`src/rtl/bomb_scheduler_pkg.sv`:
```
// Shared tile-grid constants and bomb slot state encoding for the bomb scheduler.
// Latency: n/a (declarations only).
// Backpressure: n/a.
package bomb_scheduler_pkg;

   localparam int TILE_SHIFT = 4;    // 16x16 pixel tiles
   localparam int TX_W       = 6;    // tile column width
   localparam int TY_W       = 5;    // tile row width

   localparam logic [TX_W-1:0] GRID_W = 6'd40;
   localparam logic [TY_W-1:0] GRID_H = 5'd30;
   localparam logic [9:0]      PIX_W  = 10'd640;
   localparam logic [9:0]      PIX_H  = 10'd480;

   typedef enum logic [1:0] {
      IDLE  = 2'd0,
      FUSE  = 2'd1,
      BLAST = 2'd2
   } slot_state_e;

   function automatic logic tile_in_grid(input logic [TX_W-1:0] tx, input logic [TY_W-1:0] ty);
      return (tx < GRID_W) && (ty < GRID_H);
   endfunction

endpackage

```
`src/rtl/bomb_scheduler_if.sv`:
```
// Bundle of game-side and renderer-side signals around the bomb scheduler.
// Latency: n/a (wiring only).
// Backpressure: none; every request is answered by a one-cycle ack or nack pulse.
// Ports: master = game/renderer side (drives tick, place_*, px/py);
//        slave  = scheduler (drives place_ack/nack, pix_*, boom_*, active_count).
interface bomb_scheduler_if;
   import bomb_scheduler_pkg::*;

   logic            tick;
   logic            place_req;
   logic [TX_W-1:0] place_tx;
   logic [TY_W-1:0] place_ty;
   logic            place_ack;
   logic            place_nack;
   logic [9:0]      px;
   logic [9:0]      py;
   logic            pix_bomb;
   logic            pix_blast;
   logic            boom_valid;
   logic [TX_W-1:0] boom_tx;
   logic [TY_W-1:0] boom_ty;
   logic [3:0]      active_count;

   modport master (
      output tick, place_req, place_tx, place_ty, px, py,
      input  place_ack, place_nack, pix_bomb, pix_blast,
             boom_valid, boom_tx, boom_ty, active_count
   );

   modport slave (
      input  tick, place_req, place_tx, place_ty, px, py,
      output place_ack, place_nack, pix_bomb, pix_blast,
             boom_valid, boom_tx, boom_ty, active_count
   );

endinterface

```
`src/rtl/bomb_scheduler_slot.sv`:
```
// One bomb slot: IDLE -> FUSE -> BLAST -> IDLE driven by game ticks, plus a pending-event flag.
// Latency: state/timer/pending update on the clock edge after alloc_i, tick_i or clear_pending_i.
// Backpressure: none; the owner must only allocate an IDLE, non-pending slot.
// Ports: clk, rst (sync, active-high); alloc_i with tx_i/ty_i loads a new bomb; tick_i advances
//        the timer; clear_pending_i drops the event flag; busy_o/state_o/tx_o/ty_o/pending_o.
module bomb_scheduler_slot
   import bomb_scheduler_pkg::*;
#(
   parameter int FUSE_TICKS  = 3,
   parameter int BLAST_TICKS = 1
) (
   input  logic            clk,
   input  logic            rst,
   input  logic            alloc_i,
   input  logic [TX_W-1:0] tx_i,
   input  logic [TY_W-1:0] ty_i,
   input  logic            tick_i,
   input  logic            clear_pending_i,
   output logic            busy_o,
   output slot_state_e     state_o,
   output logic [TX_W-1:0] tx_o,
   output logic [TY_W-1:0] ty_o,
   output logic            pending_o
);

   localparam logic [3:0] FUSE_LOAD  = 4'(FUSE_TICKS);
   localparam logic [3:0] BLAST_LOAD = 4'(BLAST_TICKS);

   slot_state_e     state_q, state_d;
   logic [3:0]      timer_q, timer_d;
   logic [TX_W-1:0] tx_q, tx_d;
   logic [TY_W-1:0] ty_q, ty_d;
   logic            pending_q, pending_d;

   always_ff @(posedge clk) begin
      if (rst) begin
         state_q   <= IDLE;
         timer_q   <= '0;
         tx_q      <= '0;
         ty_q      <= '0;
         pending_q <= 1'b0;
      end else begin
         state_q   <= state_d;
         timer_q   <= timer_d;
         tx_q      <= tx_d;
         ty_q      <= ty_d;
         pending_q <= pending_d;
      end
   end

   always_comb begin
      state_d   = state_q;
      timer_d   = timer_q;
      tx_d      = tx_q;
      ty_d      = ty_q;
      pending_d = pending_q;

      // Clear can never coincide with a fresh set: a slot only re-arms after its event drained.
      if (clear_pending_i) pending_d = 1'b0;

      // A freshly allocated bomb ignores a simultaneous tick so it gets the full fuse.
      if (alloc_i) begin
         state_d = FUSE;
         timer_d = FUSE_LOAD;
         tx_d    = tx_i;
         ty_d    = ty_i;
      end else if (tick_i) begin
         case (state_q)
            FUSE: begin
               if (timer_q > 4'd1) begin
                  timer_d = timer_q - 4'd1;
               end else begin
                  state_d   = BLAST;
                  timer_d   = BLAST_LOAD;
                  pending_d = 1'b1;
               end
            end
            BLAST: begin
               if (timer_q > 4'd1) begin
                  timer_d = timer_q - 4'd1;
               end else begin
                  state_d = IDLE;
                  timer_d = '0;
               end
            end
            default: ;
         endcase
      end
   end

   // Coordinates stay valid in IDLE so a pending event can still report them.
   assign busy_o    = (state_q != IDLE);
   assign state_o   = state_q;
   assign tx_o      = tx_q;
   assign ty_o      = ty_q;
   assign pending_o = pending_q;

endmodule

```
`src/rtl/bomb_scheduler.sv`:
```
// Bomb slot pool: placement with duplicate/range checks, tick-driven timers, detonation events, tile queries.
// Latency: ack/nack, boom, pix_* and active_count are all registered, one cycle after the causing input/state.
// Backpressure: none; place requests are always answered next cycle, booms serialise lowest slot first.
// Ports: clk, rst (sync, active-high); bus (slave modport): tick, place_req/tx/ty -> place_ack/nack;
//        px/py -> pix_bomb/pix_blast; boom_valid/tx/ty; active_count.
module bomb_scheduler
   import bomb_scheduler_pkg::*;
#(
   parameter int NUM_SLOTS   = 4,
   parameter int FUSE_TICKS  = 3,
   parameter int BLAST_TICKS = 1
) (
   input  logic            clk,
   input  logic            rst,
   bomb_scheduler_if.slave bus
);

   logic [NUM_SLOTS-1:0] busy_vec, pend_vec, alloc_vec, clr_vec, free_vec;
   slot_state_e          s_state [NUM_SLOTS];
   logic [TX_W-1:0]      s_tx    [NUM_SLOTS];
   logic [TY_W-1:0]      s_ty    [NUM_SLOTS];

   for (genvar g = 0; g < NUM_SLOTS; g++) begin : g_slot
      bomb_scheduler_slot #(
         .FUSE_TICKS  (FUSE_TICKS),
         .BLAST_TICKS (BLAST_TICKS)
      ) u_slot (
         .clk             (clk),
         .rst             (rst),
         .alloc_i         (alloc_vec[g]),
         .tx_i            (bus.place_tx),
         .ty_i            (bus.place_ty),
         .tick_i          (bus.tick),
         .clear_pending_i (clr_vec[g]),
         .busy_o          (busy_vec[g]),
         .state_o         (s_state[g]),
         .tx_o            (s_tx[g]),
         .ty_o            (s_ty[g]),
         .pending_o       (pend_vec[g])
      );
   end

   // Allocator and duplicate check, both on pre-tick state: a slot freed by this
   // cycle's tick is still BLAST here and only becomes allocatable next cycle.
   logic dup_hit, free_found, accept;

   always_comb begin
      dup_hit    = 1'b0;
      free_found = 1'b0;
      free_vec   = '0;
      for (int i = 0; i < NUM_SLOTS; i++) begin
         if (busy_vec[i] && (s_tx[i] == bus.place_tx) && (s_ty[i] == bus.place_ty))
            dup_hit = 1'b1;
         if (!free_found && !busy_vec[i] && !pend_vec[i]) begin
            free_vec[i] = 1'b1;
            free_found  = 1'b1;
         end
      end
      accept    = bus.place_req && tile_in_grid(bus.place_tx, bus.place_ty) && !dup_hit && free_found;
      alloc_vec = accept ? free_vec : '0;
   end

   // Event serialiser: lowest pending slot wins, one event per cycle.
   logic            ev_found;
   logic [TX_W-1:0] ev_tx;
   logic [TY_W-1:0] ev_ty;

   always_comb begin
      ev_found = 1'b0;
      ev_tx    = '0;
      ev_ty    = '0;
      clr_vec  = '0;
      for (int i = 0; i < NUM_SLOTS; i++) begin
         if (!ev_found && pend_vec[i]) begin
            ev_found   = 1'b1;
            ev_tx      = s_tx[i];
            ev_ty      = s_ty[i];
            clr_vec[i] = 1'b1;
         end
      end
   end

   // Pixel tile match; blast overrides bomb when both hit the same tile.
   logic            pix_in, hit_bomb, hit_blast;
   logic [TX_W-1:0] qx;
   logic [TY_W-1:0] qy;
   logic [3:0]      count_d;

   assign qx     = bus.px[TILE_SHIFT +: TX_W];
   assign qy     = bus.py[TILE_SHIFT +: TY_W];
   assign pix_in = (bus.px < PIX_W) && (bus.py < PIX_H);

   always_comb begin
      hit_bomb  = 1'b0;
      hit_blast = 1'b0;
      count_d   = '0;
      for (int i = 0; i < NUM_SLOTS; i++) begin
         if ((s_tx[i] == qx) && (s_ty[i] == qy)) begin
            if (s_state[i] == FUSE)  hit_bomb  = 1'b1;
            if (s_state[i] == BLAST) hit_blast = 1'b1;
         end
         count_d = count_d + {3'b000, busy_vec[i]};
      end
   end

   logic            ack_q, nack_q, boom_valid_q, pix_bomb_q, pix_blast_q;
   logic [TX_W-1:0] boom_tx_q;
   logic [TY_W-1:0] boom_ty_q;
   logic [3:0]      count_q;

   always_ff @(posedge clk) begin
      if (rst) begin
         ack_q        <= 1'b0;
         nack_q       <= 1'b0;
         boom_valid_q <= 1'b0;
         boom_tx_q    <= '0;
         boom_ty_q    <= '0;
         pix_bomb_q   <= 1'b0;
         pix_blast_q  <= 1'b0;
         count_q      <= '0;
      end else begin
         ack_q        <= accept;
         nack_q       <= bus.place_req && !accept;
         boom_valid_q <= ev_found;
         if (ev_found) begin
            boom_tx_q <= ev_tx;
            boom_ty_q <= ev_ty;
         end
         pix_blast_q  <= pix_in && hit_blast;
         pix_bomb_q   <= pix_in && hit_bomb && !hit_blast;
         count_q      <= count_d;
      end
   end

   assign bus.place_ack    = ack_q;
   assign bus.place_nack   = nack_q;
   assign bus.boom_valid   = boom_valid_q;
   assign bus.boom_tx      = boom_tx_q;
   assign bus.boom_ty      = boom_ty_q;
   assign bus.pix_bomb     = pix_bomb_q;
   assign bus.pix_blast    = pix_blast_q;
   assign bus.active_count = count_q;

endmodule

```
`src/flat_wrapper.sv`:
```
// flat-port wrapper written by rule: the top's interface ports become plain ports
module bomb_scheduler_flat import bomb_scheduler_pkg::*;
#(
   parameter int NUM_SLOTS   = 4,
   parameter int FUSE_TICKS  = 3,
   parameter int BLAST_TICKS = 1
)
  (clk, rst, bus_tick, bus_place_req, bus_place_tx, bus_place_ty, bus_px, bus_py, bus_place_ack, bus_place_nack, bus_pix_bomb, bus_pix_blast, bus_boom_valid, bus_boom_tx, bus_boom_ty, bus_active_count);
  bomb_scheduler_if bus_i ();
  input  logic clk;
  input  logic rst;
  input wire logic [$bits(bus_i.tick)-1:0] bus_tick;
  input wire logic [$bits(bus_i.place_req)-1:0] bus_place_req;
  input wire logic [$bits(bus_i.place_tx)-1:0] bus_place_tx;
  input wire logic [$bits(bus_i.place_ty)-1:0] bus_place_ty;
  input wire logic [$bits(bus_i.px)-1:0] bus_px;
  input wire logic [$bits(bus_i.py)-1:0] bus_py;
  output wire logic [$bits(bus_i.place_ack)-1:0] bus_place_ack;
  output wire logic [$bits(bus_i.place_nack)-1:0] bus_place_nack;
  output wire logic [$bits(bus_i.pix_bomb)-1:0] bus_pix_bomb;
  output wire logic [$bits(bus_i.pix_blast)-1:0] bus_pix_blast;
  output wire logic [$bits(bus_i.boom_valid)-1:0] bus_boom_valid;
  output wire logic [$bits(bus_i.boom_tx)-1:0] bus_boom_tx;
  output wire logic [$bits(bus_i.boom_ty)-1:0] bus_boom_ty;
  output wire logic [$bits(bus_i.active_count)-1:0] bus_active_count;
  assign bus_i.tick = bus_tick;
  assign bus_i.place_req = bus_place_req;
  assign bus_i.place_tx = bus_place_tx;
  assign bus_i.place_ty = bus_place_ty;
  assign bus_i.px = bus_px;
  assign bus_i.py = bus_py;
  assign bus_place_ack = bus_i.place_ack;
  assign bus_place_nack = bus_i.place_nack;
  assign bus_pix_bomb = bus_i.pix_bomb;
  assign bus_pix_blast = bus_i.pix_blast;
  assign bus_boom_valid = bus_i.boom_valid;
  assign bus_boom_tx = bus_i.boom_tx;
  assign bus_boom_ty = bus_i.boom_ty;
  assign bus_active_count = bus_i.active_count;
  bomb_scheduler #(.NUM_SLOTS(NUM_SLOTS), .FUSE_TICKS(FUSE_TICKS), .BLAST_TICKS(BLAST_TICKS)) u_core (.clk(clk), .rst(rst), .bus(bus_i));
endmodule
```
`config.mk`:
```
export PLATFORM = sky130hd
export DESIGN_NAME = bomb_scheduler_flat
export DESIGN_NICKNAME = d
export VERILOG_FILES = /design/src/rtl/bomb_scheduler_pkg.sv /design/src/rtl/bomb_scheduler_if.sv /design/src/rtl/bomb_scheduler_slot.sv /design/src/rtl/bomb_scheduler.sv /design/src/flat_wrapper.sv
export SDC_FILE = /design/constraint.sdc
export NUM_CORES = 1
export LEC_CHECK = 0
export BUFFER_PORTS_ARGS = -buffer_cell sky130_fd_sc_hd__buf_2
export CORE_ASPECT_RATIO = 1.5
export CORE_MARGIN = 1
export CORE_UTILIZATION = 60
export CTS_CLUSTER_DIAMETER = 200
export DETAILED_ROUTE_END_ITERATION = 16
export GPL_TIMING_DRIVEN = 0
export HOLD_SLACK_MARGIN = 0.12
export PLACE_DENSITY = 0.85
export SLEW_MARGIN = 20
export SYNTH_ARGS = -nofsm -noshare
export SYNTH_HDL_FRONTEND = slang
export SYNTH_SLANG_ARGS = --single-unit
```
`constraint.sdc`:
```
create_clock -name clk -period 2.9 [get_ports clk]
set_input_delay 0.435 -clock clk [delete_from_list [all_inputs] [get_ports clk]]
set_output_delay 0.435 -clock clk [all_outputs]
set_load 0.01 [all_outputs]
```
Word level (Yosys, flattened, before mapping)
Index checks and enable logic that the tools add are counted.
{"block": "op_classes", "add_sub_neg": 7, "multipliers": 0, "n_div": 0, "n_lt_le_gt_ge": 8, "eq_ne": 40, "shift": 0, "muxes": 103, "bitwise": 0, "n_reduce_logical": 84}
{"operator": "1-bit two-way mux", "n": 62}
{"operator": "6-bit == test", "n": 8}
{"operator": "5-bit == test", "n": 8}
{"operator": "4-bit two-way mux", "n": 9}
{"operator": "2-bit two-way mux", "n": 16}
{"operator": "4-bit one-hot mux with 2 select lines", "n": 4}
{"operator": "4-bit AND reduction", "n": 8}
{"operator": "1-bit logical AND", "n": 31}
{"operator": "6-bit two-way mux", "n": 4}
{"operator": "3-bit by 2-bit != test with 1-bit output, second input constant", "n": 8}
{"operator": "2-bit nonzero test", "n": 12}
{"operator": "5-bit two-way mux", "n": 4}
{"operator": "1-bit zero test", "n": 17}
{"operator": "4-bit by 1-bit > comparator with 1-bit output, second input constant", "n": 4}
{"operator": "2-bit != test, second input constant", "n": 8}
{"operator": "2-bit one-hot mux with 2 select lines", "n": 4}
{"operator": "2-bit AND reduction", "n": 8}
{"operator": "4-bit by 1-bit subtractor with 4-bit output, second input constant", "n": 4}
{"operator": "3-bit nonzero test", "n": 4}
{"operator": "10-bit < comparator, second input constant", "n": 1}
{"operator": "10-bit by 9-bit < comparator with 1-bit output, second input constant", "n": 1}
{"operator": "4-bit by 1-bit adder with 4-bit output", "n": 2}
{"operator": "2-bit by 1-bit == test with 1-bit output, second input constant", "n": 4}
{"operator": "2-bit == test, second input constant", "n": 4}
{"operator": "other kinds (4)", "n": 7}
{"block": "word_totals", "reg_bits": 92, "latch_bits": 0, "mem_bits_rw": 0, "mem_bits_ro": 0, "in_bits": 35, "out_inout_bits": 20, "n_memories": 0}

Depth between registers and ports, before layout
Gate-level depths: netlist of run 1.
{"block": "depth", "word_depth": 20, "ltp_mapped": 10}

Cells and area by module
A second synthesis of run 1 with hierarchy kept.
{"block": "hier_totals", "cells_unflattened": 635, "area_unflattened_um2": 5534.1}
{"mod": "bomb_scheduler_slot (u_core.g_slot[1].u_slot ...)", "instances": 3, "cells_per_inst": 82, "area_each_um2": 792.0, "seq_area_each_um2": 360.3}
{"mod": "bomb_scheduler", "instances": 1, "cells_per_inst": 308, "area_each_um2": 2364.8, "seq_area_each_um2": 380.4}
{"mod": "bomb_scheduler_slot (u_core.g_slot[0].u_slot)", "instances": 1, "cells_per_inst": 81, "area_each_um2": 793.3, "seq_area_each_um2": 360.3}

Worst setup path before layout of run 1
Ideal clock, no wire load.
{"block": "synth_timing", "kind": "input -> register", "from": "input bus_place_ty[2]", "to": "register u_core.g_slot[2].u_slot.ty_q[3]", "arrival_time_ns": 2.044, "setup_slack_ns": 0.734, "stages": 9, "path_cell_list": "buf_2 > xor2_1 > or4_4 > nor3_4 > nor4_4 > and2_1 > buf_6 > buf_12 > mux2i_1"}
{"block": "synth_between", "elab_chain_len": 10, "elab_cells_between_ends": 19}
{"element": "from (decl)", "line_no": "flat_wrapper.sv:15", "rtl": "input wire logic [$bits(bus_i.place_ty)-1:0] bus_place_ty;"}
{"element": "5-bit == test", "line_no": "bomb_scheduler.sv:52", "rtl": "if (busy_vec[i] && (s_tx[i] == bus.place_tx) && (s_ty[i] == bus.place_ty))"}
{"element": "1-bit logical AND", "line_no": "bomb_scheduler.sv:52"}
{"element": "1-bit two-way mux (4 in series)", "line_no": "bomb_scheduler.sv:52"}
{"element": "1-bit zero test", "line_no": "bomb_scheduler.sv:59", "rtl": "accept = bus.place_req && tile_in_grid(bus.place_tx, bus.place_ty) && !dup_hit && free_found;"}
{"element": "1-bit logical AND (*) (2 in series)", "line_no": "bomb_scheduler.sv:59"}
{"element": "4-bit two-way mux (*)", "line_no": "bomb_scheduler.sv:60", "rtl": "alloc_vec = accept ? free_vec : '0;"}
{"element": "to (signal assigned)", "line_no": "bomb_scheduler_slot.sv:46", "rtl": "ty_q <= ty_d;"}
{"element": "to (decl)", "line_no": "bomb_scheduler_slot.sv:32", "rtl": "logic [TY_W-1:0] ty_q, ty_d;"}
Mark *: on every way between the ends. The rest lies on a longest branch, timed or not.
A chain may end at the register's enable or synchronous reset.

Worst setup path in the final report of run 1
{"block": "layout_timing", "from": "register u_core.g_slot[3].u_slot.state_q[1]", "to": "register u_core.g_slot[1].u_slot.tx_q[2]"}
{"block": "layout_between", "elab_chain_len": 8, "elab_cells_between_ends": 12}
{"element": "from (decl)", "line_no": "bomb_scheduler_slot.sv:29", "rtl": "slot_state_e state_q, state_d;"}
{"element": "from (signal assigned)", "line_no": "bomb_scheduler_slot.sv:43", "rtl": "state_q <= state_d;"}
{"element": "2-bit nonzero test (*)", "line_no": "bomb_scheduler_slot.sv:92", "rtl": "assign busy_o = (state_q != IDLE);"}
{"element": "1-bit logical AND (2 in series)", "line_no": "bomb_scheduler.sv:52"}
{"element": "1-bit two-way mux", "line_no": "bomb_scheduler.sv:52"}
{"element": "1-bit zero test", "line_no": "bomb_scheduler.sv:59"}
{"element": "1-bit logical AND", "line_no": "bomb_scheduler.sv:59"}
{"element": "1-bit logical AND (*)", "line_no": "bomb_scheduler.sv:59"}
{"element": "4-bit two-way mux (*)", "line_no": "bomb_scheduler.sv:60"}
{"element": "to (signal assigned)", "line_no": "bomb_scheduler_slot.sv:45", "rtl": "tx_q <= tx_d;"}
{"element": "to (decl)", "line_no": "bomb_scheduler_slot.sv:31", "rtl": "logic [TX_W-1:0] tx_q, tx_d;"}
Marked as above.

==> impl_results.md, run 1 <==
- CTS Hold Buffers Added: 0
- Proportion of layout cells with a drive suffix above 1: 0.0951
- Post-Synth XOR/XNOR Area: 0.139
- Maximum fanout along the worst path: 10
- Avg Cell Area, Syn: 8.73 um2
- Worst-case register-to-register setup slack: between 0.4 and 0.5 ns
- Largest net degree at the start of global routing: 18
- Slew Viols, Final: 0
- Worst Path Required: around 3.2 ns
- Global-route wire length before repair: roughly 26 mm
- Starting utilization of the core area: 0.625
- Static leakage: between 0.002 and 0.0025 uW
- Synth Area in Simple Gates: 0.221
- Compound-gate portion of the synthesized area: 0.110
- Launch instance of the worst min-delay path: bus_place_req
- Smallest setup slack after layout: 0.426 ns
- Vias post-DR: approximately 4,800
- Max Clk Rate: 404 MHz
- Clock sink count: 91
- Number of flip-flops and latches in the synthesized netlist: 91
- Crit path buf inv count: 2
- Synthesized netlist cell count: about 640
- Stages on the worst setup path: 8
- Skew final: between 0.01 and 0.015 ns
- Later-pin clock latency in the skew report: 0.36 ns
- Net count after synthesis: between 600 and 700
- Cell chosen for the clock root: sky130_fd_sc_hd__clkbuf_16
- Growth of design area from synthesis to finish: 10.4%
- Number of antenna violations at the first check in global routing: 0
- FILL cells: a little over 700
- Die Area: a little under 0.01 mm2
- Mapped Area: between 0.005 and 0.006 mm2
- Minimum setup slack after placement: 0.390 ns
- Final Hold Vio Count: 0
- Detailed-router iteration count before antenna repair: 5
- Reg-to-Reg End: u_core.g_slot[1].u_slot.tx_o[2]
- CTS clk-pin slew, worst paths: around 0.070 ns
- Ys flop type: sky130_fd_sc_hd__dfxtp_1
- Area occupied by multi-input gates: approximately 0.0034 mm2
- I/O pin count: 55
- CP Class: flip-flop to flip-flop
- Syn. warnings: 0
- Number of max-cap violations: 0
- Vias per std cell: 6.15
- Number of H-tree levels: 3
- Worst IR drop on VDD: ~500 uV
- CP Capture Type: flip-flop
- Startpoint of the worst register-to-register path: u_core.g_slot[3].u_slot.state_o[1]
- TritonCTS clock tree: done
- Remaining DRCs: 0
- Top post-synthesis cells by area: sky130_fd_sc_hd__dfxtp_1, sky130_fd_sc_hd__xnor2_1, sky130_fd_sc_hd__mux2i_1
- Cell area power density: around 510 mW/mm2
- Main combinational cell family by area after synthesis: simple AND/OR/NAND/NOR gates
- Sequential cell area: 0.00182 mm2
- Sum of negative setup slack: 0 ns
- Setup repair after global routing missed its margin: no
- Number of cell rows: 42
- Post-placement cell count: 767
- Remaining Overflow, GRT: 0
- Critical Path Max Stage Delay: ~0.57 ns
- Number of buffers added for setup after CTS: 0
- Fraction of synthesized cell area taken by the top area cell type: 0.328
- Final Critical Period: around 2.5 ns
- Hold Path Sink: u_core.bus.place_nack
- Share of the clock period used by the worst path after layout: 0.853
- Antenna Nets Post-Route: 0
- Post-synth EDFFs: 0
- Synth area leader: sky130_fd_sc_hd__dfxtp_1
- Sequential-to-total area share from yosys stat: 0.328
- Synth Area in Adders: 0.0532
- Total GRT Usage: 0.362
- Detailed-route wire length per cell: between 20 and 25 um
- Antenna fix cells: 0
- Max-Slew Margin vs Limit: 0.520
- Fraction of registers with async set/reset: 0
- Data arrival time of the worst path: 2.75 ns
- Count of input and output buffers: 22
- Util after Layout: 0.690
- Horizontal die dimension: 80.5 um
- Multiplexer share of the synthesized area: 0.0812
- Count of cells resized by post-cts repair: 0
- Register-to-Register Path Depth: 8
- Total clock buffers created by CTS: 9
- Measured slew at the worst slew-check pin: 0.720 ns
- Initial DRC Count: 351
- Filler-free cell count of the finished design: 783
- Placer Congestion: about 1
- Cell family contributing the most delay on the critical path: simple AND/OR/NAND/NOR gates
- Final Setup Violations: 0
- Count of distinct cell types in the synthesized netlist: 51
- Core area: 0.00888 mm2
- Deepest clock path buffer count: 2
- Total number of nets in the final design: just over 700
- Launching element of the worst setup path: u_core.g_slot[3].u_slot.state_o[1]
- Status: complete, no violations
- Vias in the first global route: roughly 4,900
- Library cell contributing the largest single delay on the critical path: sky130_fd_sc_hd__or4_4
- Y dimension of the die: between 100 and 150 um
- Count of cells along the worst hold path: 2
- Post-Route WL: 16.5 mm
- Worst hold-check path type: input pin to flip-flop
- Half-perimeter wire length after detailed placement: around 12 mm
- Critical-path cell list: inv_1 -> ha_1 -> or4_4 -> nor3_4 -> nor4_4 -> nand4b_2 -> buf_4 -> mux2i_1
- Critical path startpoint category: flip-flop
-- through the flow --
stage / total power (uW) / area (um2) / hold slack (ns)
floorplan: 1690 / 5550 / 0.454
global placement: 1810 / 5790 / 0.455
detailed placement: 1820 / 5790 / 0.452
CTS: 3120 / 6130 / 0.382
global route: 3220 / 6130 / 0.395
finish: 3130 / 6130 / 0.395
-- registers in the layout, summed over array words and instances (netlist names) --
name,count
u_core.bus.pix_blast,1
u_core.bus.pix_bomb,1
u_core.bus.place_nack,1
u_core.g_slot.u_slot.pending_o,4
u_core.g_slot.u_slot.tx_o,24
u_core.bus.active_count,3
u_core.bus.boom_tx,6
u_core.g_slot.u_slot.timer_q,16
u_core.g_slot.u_slot.ty_o,20
u_core.g_slot.u_slot.state_o,8
u_core.bus.boom_valid,1
u_core.bus.boom_ty,5
u_core.bus.place_ack,1
-- cell type report --
cell class | count | area share
timing repair buffer | 22 | 0.0180
inverter | 32 | 0.0196
buffer | 51 | 0.0408
clock inverter | 7 | 0.0174
tap | 110 | 0.0225
clock buffer | 9 | 0.0368
sequential | 91 | 0.297
multi-input combinational | 461 | 0.548
-- cell families after synthesis --
kind of cell               count (synthesis)
xor gates and xnor gates                  88
muxes                                     45
adders and majority gates                 23
DFF                                       91
buffers and inverters                     83
AOI/OAI and AO/OA                         95
other                                      1
and+or+nand+nor                          209
-- report_power, final --
part | leakage, uW | total, uW | switching (uW) | internal [uW]
Combinational | 0.00142 | 474 | 284 | 190
Sequential | 0.000737 | 1340 | 41.8 | 1290
Clock | 0.000156 | 1330 | 554 | 771
-- metal layers --
layer,vias up,wire [um],GRT usage
met3,83,920,0.0624
met5,-,0,0
met2,206,8290,0.606
li1,2246,-,-
met1,2280,6070,0.396
met4,0,1190,0.277
-- layout by cell type, fill, tap and decap left out, drive strengths merged, types with 2 or more instances in the layout --
cell type / instances
bufinv: 2
inv: 35
dfxtp: 91
a221oi: 11
nor3b: 8
and2: 2
a21oi: 37
nand3: 15
nand4: 20
o21ai: 18
nand2: 13
mux2i: 45
a31oi: 2
nor2: 29
nor3: 33
a211o: 2
clkbuf: 39
and3b: 4
a22oi: 2
or4: 4
xor2: 14
nor2b: 14
buf: 43
ha: 22
nor4: 7
xnor2: 74
a211oi: 14
a32oi: 2
nand2b: 55
clkinvlp: 2
o21a: 2
-- worst max-delay path by stage --
stage	slack, ns	to
after floorplan	0.73	u_core.g_slot[2].u_slot.ty_o[3]
after global placement	0.43	u_core.g_slot[1].u_slot.tx_o[2]
after detailed placement	0.39	u_core.g_slot[3].u_slot.tx_o[4]
after CTS	0.44	u_core.g_slot[1].u_slot.tx_o[2]
after global routing	0.28	u_core.g_slot[1].u_slot.tx_o[2]
final	0.43	u_core.g_slot[1].u_slot.tx_o[2]
-- cell usage after synthesis (2+ instances only) --
master	instances
sky130_fd_sc_hd__dfxtp_1	91
sky130_fd_sc_hd__xnor2_1	74
sky130_fd_sc_hd__nand2b_1	55
sky130_fd_sc_hd__mux2i_1	45
sky130_fd_sc_hd__a21oi_1	37
sky130_fd_sc_hd__inv_1	32
sky130_fd_sc_hd__clkbuf_1	30
sky130_fd_sc_hd__nor3_1	30
sky130_fd_sc_hd__nor2_1	29
sky130_fd_sc_hd__ha_1	22
sky130_fd_sc_hd__nand4_1	20
sky130_fd_sc_hd__o21ai_0	18
sky130_fd_sc_hd__nand3_1	14
sky130_fd_sc_hd__nor2b_1	14
sky130_fd_sc_hd__xor2_1	14
sky130_fd_sc_hd__a211oi_1	13
sky130_fd_sc_hd__nand2_1	13
sky130_fd_sc_hd__a221oi_1	11
sky130_fd_sc_hd__buf_2	10
sky130_fd_sc_hd__nor3b_1	8
sky130_fd_sc_hd__nor4_1	6
sky130_fd_sc_hd__and3b_1	4
sky130_fd_sc_hd__buf_1	4
sky130_fd_sc_hd__buf_4	4
sky130_fd_sc_hd__or4_1	3
sky130_fd_sc_hd__a211o_1	2
sky130_fd_sc_hd__a22oi_1	2
sky130_fd_sc_hd__a31oi_1	2
sky130_fd_sc_hd__a32oi_1	2
sky130_fd_sc_hd__and2_1	2
sky130_fd_sc_hd__buf_6	2
sky130_fd_sc_hd__nor3_2	2
sky130_fd_sc_hd__o21a_1	2
(Power assumes the default switching activity.)
==> inputs of run 2 (changes only) <==
--- a/config.mk
+++ b/config.mk
@@ -6,8 +6,7 @@
 export NUM_CORES = 1
 export LEC_CHECK = 0
 export BUFFER_PORTS_ARGS = -buffer_cell sky130_fd_sc_hd__buf_2
-export CORE_ASPECT_RATIO = 1.5
-export CORE_MARGIN = 1
+export CORE_ASPECT_RATIO = 2
 export CORE_UTILIZATION = 60
 export CTS_CLUSTER_DIAMETER = 200
 export DETAILED_ROUTE_END_ITERATION = 16
==> run 2 against run 1 <==
  * Sequential power barely moved
  * Highest routed layer unchanged
  * Clock power fell by 16%
  * Setup slack worse by 0.14 ns
  * First-iteration DRC count shrank 5.7%
  * Count of clock-buffer cells in the layout stayed put
  * Via count increased by 0.98%
  * Critical path type unchanged
  * Non-clock buffer count is the same
  * Flip-flop and latch count unchanged
  * Final cell count down 1.0%
  * Fmax decreased by 5.4%
  * Largest cell class unchanged
  * Wire length is 4.0% higher
  * Global-route usage grew 0.29 points
  * Critical endpoint is now u_core.g_slot[1].u_slot.tx_o[0]
==> impl_results.md, run 2 (synthesis results as in run 1) <==
- Status: complete, no violations
- Flip-flop count of the largest register after layout: 24 (unchanged)
- I/O pin count: 55 (unchanged)
- Y dimension of the die: 138 um (+15%)
- Number of H-tree levels: 3 (unchanged)
- Total GRT Usage: 0.365 (+0.00288)
- Met3 track utilization from global routing: 0.0596 (-0.00276)
- CTS Hold Buffers Added: 0 (unchanged)
- CTS clk-pin slew, worst paths: 0.07 ns (about the same)
- Proportion of layout cells with a drive suffix above 1: 0.0951 (unchanged)
- Max-Slew Margin vs Limit: 0.528 (+0.00789)
- Final Critical Period: 2.62 ns (+0.142 ns)
- CP Class: flip-flop to flip-flop
- Die Area: 0.00966 mm2 (+0.16%)
- Area of all placed cells without fillers: 0.00606 mm2 (-1.0%)
- Global-route wire length before repair: 26.0 mm (+1.8%)
- Critical Path Max Stage Delay: 0.50 ns (-0.07 ns)
- Most used cells in the layout excluding fill and tap cells: sky130_fd_sc_hd__dfxtp_1, sky130_fd_sc_hd__xnor2_1, sky130_fd_sc_hd__nand2b_1, sky130_fd_sc_hd__mux2i_1, sky130_fd_sc_hd__a21oi_1
- Remaining DRCs: 0 (unchanged)
- Vias post-DR: 4,862 (+0.98%)
- Core area: 0.00895 mm2 (+0.79%)
- TritonCTS clock tree: done
- Detailed-route wire length per cell: 22.1 um (+5.1%)
- Global routing usage on met1: 0.356 (-0.0407)
- Antenna Nets Post-Route: 0 (unchanged)
- Count of cells resized by post-cts repair: 0 (unchanged)
- Worst Path Required: 3.18 ns (about the same)
- Number of max-cap violations: 0 (unchanged)
- Worst-case register-to-register setup slack: 0.28 ns (-0.14 ns)
- Worst hold margin: 0.375 ns (-0.0200 ns)
- Post-Route WL: 17.1 mm (+4.0%)
- Minimum setup slack after placement: 0.342 ns (-0.0480 ns)
- Slew Viols, Final: 0 (unchanged)
- Measured slew at the worst slew-check pin: 0.708 ns (-0.0118 ns)
- Smallest setup slack after layout: 0.284 ns (-0.142 ns)
- Critical path startpoint category: flip-flop
- DP Area: 0.00578 mm2 (-0.17%)
- Number of cell rows: 49 (+17%)
- Remaining Overflow, GRT: 0 (unchanged)
- Initial DRC Count: 331 (-5.7%)
- CP Capture Type: flip-flop
- Final Hold Vio Count: 0 (unchanged)
- Growth of design area from synthesis to finish: 9.29%
- Layer carrying the most global-route usage: met2
- Critical-path cell list: inv_1 -> ha_1 -> nor4_1 -> nand3_1 -> nand4b_2 -> buf_4 -> mux2i_1
- Starting utilization of the core area: 0.620 (-0.00489)
- Total number of nets in the final design: 726 (unchanged)
- Vias in the first global route: 4,802 (-1.8%)
- Deepest clock path buffer count: 2 (unchanged)
- Share of the clock period used by the worst path after layout: 0.902 (+0.0490)
- Cell chosen for the clock root: sky130_fd_sc_hd__clkbuf_16
- Number of antenna violations at the first check in global routing: 0 (unchanged)
- Static leakage: 0.00230 uW (-0.88%)
- Register-to-Register Path Depth: 7 (-1)
- Horizontal die dimension: 70.0 um (-13%)
- Max Clk Rate: 382 MHz (-5.4%)
- Detailed-router iteration count before antenna repair: 5 (unchanged)
- Setup repair after global routing missed its margin: no
- Final Setup Violations: 0 (unchanged)
- Later-pin clock latency in the skew report: 0.36 ns (about the same)
- Placer Congestion: 1.05 (+4.8%)
- Count of input and output buffers: 22 (unchanged)
- Library cell contributing the largest single delay on the critical path: sky130_fd_sc_hd__nor4_1
- Clock sink count: 91 (unchanged)
- Data arrival time of the worst path: 2.90 ns (+0.15 ns)
- Maximum fanout along the worst path: 10 (unchanged)
- Worst IR drop on VDD: 428 uV (-12%)
- Worst hold-check path type: input pin to flip-flop
- Antenna fix cells: 0 (unchanged)
- Global-route met2 utilization: 0.654 (+0.0479)
- Half-perimeter wire length after detailed placement: 13.1 mm (+6.4%)
- Total clock buffers created by CTS: 9 (unchanged)
- Vias per std cell: 6.27 (+2.0%)
- Largest net degree at the start of global routing: 17 (-1)
- Most common cell after layout, fill and taps aside: sky130_fd_sc_hd__dfxtp_1
- Cell area power density: 484 mW/mm2 (-5.3%)
- Skew final: 0.00712 ns (-0.00570 ns)
- Number of buffers added for setup after CTS: 0 (unchanged)
- Count of cells along the worst hold path: 2 (unchanged)
- Sum of negative setup slack: 0 ns (unchanged)
run 2: changes by cell type in the layout (fill, tap and decap cells not counted), sizes merged:
cell and delta:
inv -2, clkinv +5, bufinv -2, clkinvlp -1
run 2: cell type report:
cell class / instances / area (um2)
well taps: 102 / 128
flip-flops and latches: 91 / 1820
inverters: 32 / 120
multi-input cells: 461 / 3350
clock buffers: 9 / 225
clock inverters: 7 / 52.6
plain buffers: 51 / 250
fillers: 757 / 2890
repair buffers: 22 / 110
run 2: path summary, 6_finish.rpt:
kind	start	to
worst max register to register	u_core.g_slot[2].u_slot.state_o[0]	u_core.g_slot[1].u_slot.tx_o[0]
worst min-delay path	bus_place_req	u_core.bus.place_nack
worst max-delay path	u_core.g_slot[2].u_slot.state_o[0]	u_core.g_slot[1].u_slot.tx_o[0]
worst min register to register	u_core.bus.boom_ty[4]	u_core.bus.boom_ty[4]
run 2: where the power goes:
group | internal (uW) | switching, uW
logic | 190 | 285
clock network | 585 | 539
registers | 1290 | 43.0
run 2: per-stage QoR:
step	power, uW	util	instances
2_1_floorplan	1690	-	635
3_3_place_gp	1820	0.646	759
3_5_place_dp	1830	0.646	759
4_1_cts	2930	0.677	775
5_1_grt	3030	0.677	775
6_report	2940	0.677	775
run 2: per-layer routing:
metal | part of all wire | wire length [um]
met4 | 0.085 | 1450
met2 | 0.52 | 8860
met5 | 0 | 0
met3 | 0.049 | 842
met1 | 0.35 | 5980
run 2: worst max-delay path, delay by kind of cell, from the launching register on:
family        cells  cell delay (ns)
simple gates      3             1.30
buf+inv           2             0.37
fa+ha+maj         1             0.29
flops             1             0.36
mux               1             0.22
==> inputs of run 3 (changes only) <==
--- a/config.mk
+++ b/config.mk
@@ -12,7 +12,9 @@
 export DETAILED_ROUTE_END_ITERATION = 16
 export GPL_TIMING_DRIVEN = 0
 export HOLD_SLACK_MARGIN = 0.12
+export MAX_ROUTING_LAYER = met4
 export PLACE_DENSITY = 0.85
+export REMOVE_ABC_BUFFERS = 1
 export SLEW_MARGIN = 20
 export SYNTH_ARGS = -nofsm -noshare
 export SYNTH_HDL_FRONTEND = slang
==> run 3 against run 2 <==
  * Power grew 1.9%
  * Register-to-register slack got worse by 0.11 ns
  * Non-clock buffer count decreased by 26
  * Die area unchanged
  * Largest power group unchanged
==> impl_results.md, run 3 (synthesis results as in run 1) <==
- Status: complete, no violations
- Number of max-cap violations: 0 (unchanged)
- Remaining DRCs: 0 (unchanged)
- Setup repair after global routing missed its margin: no
- Critical Path Max Stage Delay: 0.72 ns (+0.22 ns)
- Clock sink count: 91 (unchanged)
- Count of input and output buffers: 45 (+100%)
- Die Area: 0.00966 mm2 (unchanged)
- Total number of nets in the final design: 700 (-3.6%)
- Worst Path Required: 3.14 ns (-0.04 ns)
- CTS clk-pin slew, worst paths: 0.06 ns (about the same)
- Initial DRC Count: 428 (+29%)
- Worst IR drop on VDD: 455 uV (+6.3%)
- Startpoint of the worst register-to-register path: u_core.g_slot[3].u_slot.tx_o[4]
- Global-route wire length before repair: 23.7 mm (-9.0%)
- Most common cell after layout, fill and taps aside: sky130_fd_sc_hd__dfxtp_1
- Number of H-tree levels: 3 (unchanged)
- Total GRT Usage: 0.333 (-0.0318)
- Library cell contributing the largest single delay on the critical path: sky130_fd_sc_hd__nand4b_2
- Skew final: 0.00866 ns (+0.00155 ns)
- Post-Route WL: 15.3 mm (-10%)
- CP Capture Type: flip-flop
- Detailed-route wire length per cell: 20.5 um (-7.3%)
- Final Setup Violations: 0 (unchanged)
- Final Critical Period: 2.73 ns (+0.112 ns)
- DP Area: 0.00565 mm2 (-2.3%)
- Launching element of the worst setup path: u_core.g_slot[3].u_slot.tx_o[4]
- CP Class: flip-flop to flip-flop
- Starting utilization of the core area: 0.620 (unchanged)
- Register share of total power: 0.450 (-0.005)
- Launch instance of the worst min-delay path: bus_place_req
- Detailed-router iteration count before antenna repair: 5 (unchanged)
- Switching power: 837 uW (-3.5%)
- TritonCTS clock tree: done
- Placer Congestion: 0.977 (-6.5%)
- Proportion of layout cells with a drive suffix above 1: 0.113 (+0.0177)
- Most used cells in the layout excluding fill and tap cells: sky130_fd_sc_hd__dfxtp_1, sky130_fd_sc_hd__xnor2_1, sky130_fd_sc_hd__nand2b_1, sky130_fd_sc_hd__mux2i_1, sky130_fd_sc_hd__buf_2
- Share of total power consumed by net switching: 0.280 (-0.0155)
- Total clock buffers created by CTS: 9 (unchanged)
- Growth of design area from synthesis to finish: 7.60%
- Final Hold Vio Count: 0 (unchanged)
- Critical-path cell list: xor2_1 -> or4_4 -> nor3_4 -> nor4_4 -> nand4b_2 -> and3b_1
- Area of all placed cells without fillers: 0.00597 mm2 (-1.5%)
- Later-pin clock latency in the skew report: 0.35 ns (about the same)
- Number of cell rows: 49 (unchanged)
- Register-to-Register Path Depth: 6 (-1)
- Share of the clock period used by the worst path after layout: 0.941 (+0.0385)
- Half-perimeter wire length after detailed placement: 11.0 mm (-16%)
- Int Pwr: 2150 uW (+4.1%)
- Core area: 0.00895 mm2 (unchanged)
- Largest net degree at the start of global routing: 102 (+85)
- Static leakage: 0.00229 uW (-0.14%)
- Maximum fanout along the worst path: 18 (+8)
- Vias post-DR: 4,678 (-3.8%)
- Share of power burned in the clock network: 0.400 (+0.017)
- Max Clk Rate: 367 MHz (-4.1%)
- Data arrival time of the worst path: 2.96 ns (+0.06 ns)
- Flip-flop count of the largest register after layout: 24 (unchanged)
- Measured slew at the worst slew-check pin: 1.10 ns (+0.394 ns)
- Worst hold margin: 0.360 ns (-0.0152 ns)
- Combinational fraction of design power: 0.150 (-0.012)
- Remaining Overflow, GRT: 0 (unchanged)
- Critical path startpoint category: flip-flop
- Antenna Nets Post-Route: 0 (unchanged)
- Antenna fix cells: 0 (unchanged)
- Y dimension of the die: 138 um (unchanged)
- I/O pin count: 55 (unchanged)
- CTS Hold Buffers Added: 0 (unchanged)
- Slew Viols, Final: 0 (unchanged)
- Sum of negative setup slack: 0 ns (unchanged)
- Deepest clock path buffer count: 2 (unchanged)
- Max-Slew Margin vs Limit: 0.265 (-0.264)
- Number of antenna violations at the first check in global routing: 0 (unchanged)
- Horizontal die dimension: 70.0 um (unchanged)
- Cell area power density: 501 mW/mm2 (+3.5%)
- Vias per std cell: 6.25 (-0.44%)
- Worst hold-check path type: input pin to flip-flop
- Vias in the first global route: 4,626 (-3.7%)
- FILL cells: 754 (-0.40%)
- Count of cells along the worst hold path: 2 (unchanged)
- Cell chosen for the clock root: sky130_fd_sc_hd__clkbuf_16
[run 3: changes by cell type in the layout (fill, tap and decap cells not counted), sizes merged]
cell,before,now
inv,33,34
clkbuf,39,9
buf,43,47
bufinv,0,1
clkinv,5,4
clkinvlp,1,0
[run 3: power by group through the flow]
| stage | clock (uW) | sequential [uW] | combinational [uW] |
|---|---|---|---|
| final | 1200 | 1350 | 447 |
| after global routing | 1260 | 1350 | 487 |
| after CTS | 1200 | 1350 | 444 |
| after detailed placement | 0 | 1370 | 440 |
| after global placement | 0 | 1370 | 424 |
| after floorplan | 0 | 1360 | 276 |
[run 3: per-layer routing]
| metal | global-route usage | share of wire | up-vias |
|---|---|---|---|
| li1 | - | - | 2191 |
| met1 | 0.323 | 0.36 | 2273 |
| met2 | 0.620 | 0.55 | 159 |
| met3 | 0.0472 | 0.037 | 55 |
| met4 | 0.201 | 0.052 | 0 |
| met5 | - | 0 | - |
[run 3: final cells by class]
| type | count | area (um2) | area share |
|---|---|---|---|
| multi-input combinational | 461 | 3360 | 0.562 |
| sequential | 91 | 1820 | 0.305 |
| timing repair buffer | 47 | 243 | 0.0407 |
| clock buffer | 9 | 225 | 0.0377 |
| tap | 102 | 128 | 0.0214 |
| inverter | 32 | 120 | 0.0201 |
| clock inverter | 7 | 75.1 | 0.0126 |
[run 3: final timing paths]
check	slack (ns)	end
worst max-delay path	0.17	u_core.g_slot[1].u_slot.timer_q[2]
worst min-delay path	0.36	u_core.bus.place_nack
worst max register to register	0.17	u_core.g_slot[1].u_slot.timer_q[2]
worst min register to register	0.46	u_core.bus.boom_ty[4]
[run 3: what timing repair did]
item | in CTS | in global routing
gates resized for setup | 0 | 1
setup endpoints to repair | 13 | 10
pin swaps | 1 | 0
cloned | 0 | 0
setup buffers | 2 | 0
hold endpoints to repair | 0 | 0
[run 3: worst max-delay path, delay by kind of cell (launching register included)]
kind / cells / cell delay (ns)
DFF: 1 / 0.45
and+or+nand+nor: 5 / 1.85
xor gates and xnor gates: 1 / 0.31
[run 3: per-stage QoR]
step | worst slack [ns] | total power (uW) | util | instances
after floorplan | 0.711 | 1640 | - | 584
after global placement | -0.123 | 1790 | 0.631 | 731
after detailed placement | -0.278 | 1810 | 0.631 | 731
after CTS | 0.100 | 2990 | 0.667 | 749
after global routing | 0.0489 | 3090 | 0.667 | 749
final | 0.172 | 2990 | 0.667 | 749
